`config.mk`:
```
export PLATFORM = sky130hd
export DESIGN_NAME = max_scan_ctrl
export DESIGN_NICKNAME = d
export VERILOG_FILES = /design/src/rtl/max_scan_ctrl.sv
export SDC_FILE = /design/constraint.sdc
export NUM_CORES = 1
export LEC_CHECK = 0
export CAP_MARGIN = 20
export CORE_ASPECT_RATIO = 1.2
export CORE_UTILIZATION = 45
export DETAILED_ROUTE_END_ITERATION = 8
export HOLD_SLACK_MARGIN = 0.02
export PLACE_DENSITY = 0.69
export SKIP_CTS_REPAIR_TIMING = 1
export SYNTH_ARGS = -nofsm -noshare
export SYNTH_HDL_FRONTEND = slang
export SYNTH_SLANG_ARGS = --single-unit
```
`constraint.sdc`:
```
create_clock -name clk -period 5.9 [get_ports clk]
set_input_delay 0.885 -clock clk [delete_from_list [all_inputs] [get_ports clk]]
set_output_delay 0.885 -clock clk [all_outputs]
set_load 0.01 [all_outputs]
```
`src/rtl/max_scan_ctrl.sv`:
```
// rtl/max_scan_ctrl.sv - sequential max-key search over a small entry file using one shared comparator
//
// Purpose: holds N (key, valid) entries and, on start, walks them one per
// clock through a single unsigned greater-than comparator. It reports the
// largest valid key and its index (lowest index wins ties).
//
// Ports:
//   clk, rst          rising-edge clock, asynchronous active-high reset
//   wr_en/wr_idx/     entry write port; accepted only in IDLE and only
//   wr_key/wr_vld     when wr_idx < N (wr_vld=0 deletes the entry)
//   start             scan request, sampled only in IDLE
//   busy              high in SCAN and DONE
//   done              one-cycle pulse; result outputs are valid from here on
//   found/max_key/    result of the last completed scan, held until the
//   max_idx           next done

module cmp_mag #(
  parameter int W = 8
) (
  input  logic [W-1:0] a,
  input  logic [W-1:0] b,
  output logic         a_gt_b
);
  assign a_gt_b = (a > b);
endmodule

module max_scan_ctrl #(
  parameter int W  = 8,
  parameter int N  = 4,
  localparam int IW = $clog2(N)
) (
  input  logic          clk,
  input  logic          rst,
  input  logic          wr_en,
  input  logic [IW-1:0] wr_idx,
  input  logic [W-1:0]  wr_key,
  input  logic          wr_vld,
  input  logic          start,
  output logic          busy,
  output logic          done,
  output logic          found,
  output logic [W-1:0]  max_key,
  output logic [IW-1:0] max_idx
);

  typedef enum logic [1:0] {IDLE, SCAN, DONE} state_t;

  localparam logic [IW:0]   N_EXT = (IW+1)'(N);
  localparam logic [IW-1:0] LAST  = IW'(N - 1);

  state_t          state;
  logic [W-1:0]    key_q [N];
  logic [N-1:0]    vld_q;
  logic [IW-1:0]   cnt;
  logic            best_found;
  logic [W-1:0]    best_key;
  logic [IW-1:0]   best_idx;

  logic [W-1:0]    cur_key;
  logic            cur_vld;
  logic            a_gt_b;
  logic            upd;

  assign cur_key = key_q[cnt];
  assign cur_vld = vld_q[cnt];

  cmp_mag #(.W(W)) u_cmp (
    .a      (cur_key),
    .b      (best_key),
    .a_gt_b (a_gt_b)
  );

  // Strict greater-than keeps the earlier index on equal keys; the first
  // valid entry is always taken regardless of the compare.
  always_comb begin
    upd = 1'b0;
    if (cur_vld && (!best_found || a_gt_b)) upd = 1'b1;
  end

  assign busy = (state != IDLE);
  assign done = (state == DONE);

  // Entry file: frozen whenever a scan is in flight.
  always_ff @(posedge clk or posedge rst) begin
    if (rst) begin
      for (int i = 0; i < N; i++) key_q[i] <= '0;
      vld_q <= '0;
    end else if (wr_en && state == IDLE && {1'b0, wr_idx} < N_EXT) begin
      key_q[wr_idx] <= wr_key;
      vld_q[wr_idx] <= wr_vld;
    end
  end

  always_ff @(posedge clk or posedge rst) begin
    if (rst) begin
      state      <= IDLE;
      cnt        <= '0;
      best_found <= 1'b0;
      best_key   <= '0;
      best_idx   <= '0;
      found      <= 1'b0;
      max_key    <= '0;
      max_idx    <= '0;
    end else begin
      case (state)
        IDLE: begin
          if (start) begin
            state      <= SCAN;
            cnt        <= '0;
            best_found <= 1'b0;
            best_key   <= '0;
            best_idx   <= '0;
          end
        end
        SCAN: begin
          if (upd) begin
            best_found <= 1'b1;
            best_key   <= cur_key;
            best_idx   <= cnt;
          end
          if (cnt == LAST) begin
            // Results must include the last entry, which is compared on
            // this same edge, so load from the post-update values.
            state   <= DONE;
            found   <= upd | best_found;
            max_key <= upd ? cur_key : best_key;
            max_idx <= upd ? cnt : best_idx;
          end else begin
            cnt <= cnt + 1'b1;
          end
        end
        DONE:    state <= IDLE;
        default: state <= IDLE;
      endcase
    end
  end

endmodule
```
==> out/metrics.yaml <==
outcome: "completed"
syn_inst: 234
start_util_pct: 46.5
cp_slowest_cell: "dfrtp_1"
wl_um: 5670
yosysSeqAreaShare_pct: 51.7
yosys.cell_types.count: 31
path_cells: "mux4_1 -> ha_1 -> nand2_1 -> a211oi_1 -> nor3_1 -> and4bb_1 -> mux2_4"
final_max_slew_viol_count: 0
numCtsBuffers: 9
insertion_delay_ps: 340
drive_gt1_share_pct: 26.6
endpoint_kind: "flop"
rsz0062_at_grt: "no"
max-slew-margin-rel_pct: 42.8
rows: 32
ys_ff_latch: 62
hold_viol_final: 0
gp_congestion: 0.798
synth_area_leaders: "dfrtp_1 52%, mux2_2 14%, mux4_2 5.3%"
setup-violations-final: 0
synth_warnings: 0
most-common-layout-cells: "62 x dfrtp_1, 38 x mux2_2, 27 x clkdlybuf4s50_1"
via_count: 1879
h-tree-depth: 3
drt-initial-drc-count: 86
wl_per_cell_um: 16.1
crit_path_max_fanout: 14
die_w_um: 76.5
viasPerCell: 5.34
cp.required_ps: 6120
synth-async-reset-ratio_pct: 100
placed_area_um2: 3350
core_area_um2: 6450
synth-edff-count: 0
drt_pass1_iterations: 4
gr-total-overflow: 0
synth_top_cell_area_share_pct: 51.7
drc_errors: 0
layout.nets: 288
avgSynthCellArea_um2: 12.8
grt_use_total_pct: 18.6
skew_ps: 5.96
drv_cap: 0
area_delta_synth_final_pct: 16.9
path_class: "reg2reg"
hold_class: "reg2reg"
antenna_found_initial: 0
grt_pass1_wl_um: 9850
place_ws_ps: 2390
worst_setup_path_start_kind: "flop"
layout_setup_ws_ps: 2400
ant_nets: 0
synth_fp_nets: 258
whs_ps: 497
io_buffers: 27
path_clk_slew_ps: 70
yosysTopAreaCell: "dfrtp_1"
p_per_area_nw_per_um2: 609
die_area_um2: 7000
io_pins: 28
crit_path_max_incr_delay_ps: 760
cts_tree: "yes"
root_buffer: "clkbuf_8"
cts_buffer_depth: 2
worst_pin_slew_ps: 853
final.period_utilization_pct: 59.3
final_common_cell: "dfrtp_1"
stdcell_area_um2: 3510
synth_ff_type: "dfrtp_1"
tns_ps: 0
grt_pass1_vias: 2006
syn_area_um2: 3000
p_leak_nw: 1.56
grt_max_degree: 63
fin_total_pwr_mw: 2.14
cp.arrival_ps: 3720
fmax_ghz: 0.286
cts.sinks: 62
ir_drop_mv: 0.268
antennaDiodeCount: 0
dieHeight_um: 91.4
dp_hpwl_um: 3860
period_minus_slack_ps: 3500
-- synth_stat cells (2+ instances only) --
| cell | number |
|---|---|
| ha_1 | 9 |
| nand3_1 | 2 |
| mux2_2 | 38 |
| o21ai_0 | 4 |
| mux2_4 | 7 |
| clkbuf_1 | 6 |
| a22o_1 | 2 |
| buf_2 | 3 |
| mux4_2 | 7 |
| buf_6 | 2 |
| inv_1 | 14 |
| nor2_1 | 17 |
| nand4_1 | 2 |
| nand2_1 | 10 |
| dfrtp_1 | 62 |
| mux2i_1 | 14 |
| a21oi_1 | 21 |
-- power breakdown --
group | internal [mW] | total [mW] | leakage [nW] | switching, mW
clock network | 0.158 | 0.314 | 0.0821 | 0.156
logic | 0.578 | 1.05 | 0.721 | 0.467
registers | 0.632 | 0.776 | 0.754 | 0.144
-- metrics by stage --
step	std cells	util [%]
floorplan	234	-
global placement	337	51.8
detailed placement	338	52.0
CTS	352	54.4
global route	352	54.4
finish	352	54.4
-- critical path, delay by kind of cell, from the launching register on --
kind	cells	cell delay, ps
multiplexers	2	1040
AND/OR/NAND/NOR	3	900
adder cells (fa/ha/maj)	1	320
AO/OA/AOI/OAI	1	340
flip-flops	1	760
-- kinds of logic (layout without fill, tap and decap cells) --
kind of cell    Yosys count  after routing  share of synthesized area, %
flops                    62             62                          51.7
buf+inv                  25             58                          3.75
fa+ha+maj                 9              9                          3.75
mux                      67             67                          28.6
simple gates             38             38                          5.92
compound gates           33             33                          6.26
-- worst paths after layout --
check | from | to | slack (ps) | cells past startpoint
max in group asynchronous | rst | key_q[11] | 4290 | 3
min reg2reg | key_q[19] | key_q[19] | 500 | 1
min | key_q[19] | key_q[19] | 500 | 1
min in group asynchronous | rst | max_key[4] | 1100 | 3
max | cnt[0] | best_key[6] | 2400 | 7
max reg2reg | cnt[0] | best_key[6] | 2400 | 7
-- area by class of cell --
type	count	area, µm²
flip-flops and latches	62	1550
fillers	573	2940
repair buffers	30	297
inverters	14	52.6
well taps	85	106
clock inverters	2	10.0
multi-input cells	147	1350
clock buffers	12	145
-- metal layers --
layer | track usage (%) | vias to the layer above | wire, µm
met2 | 28.6 | 31 | 2720
met1 | 25.0 | 945 | 2700
met3 | 3.42 | 10 | 121
li1 | - | 893 | -
met5 | 0 | - | 0
met4 | 10.1 | 0 | 134
-- state kept, by name, indices dropped and copies added (netlist names), 2 cells and up --
signal,flops
cnt,2
best_key,8
max_key,8
key_q,32
best_idx,2
vld_q,4
max_idx,2
state,2
(Power assumes the default switching activity.)
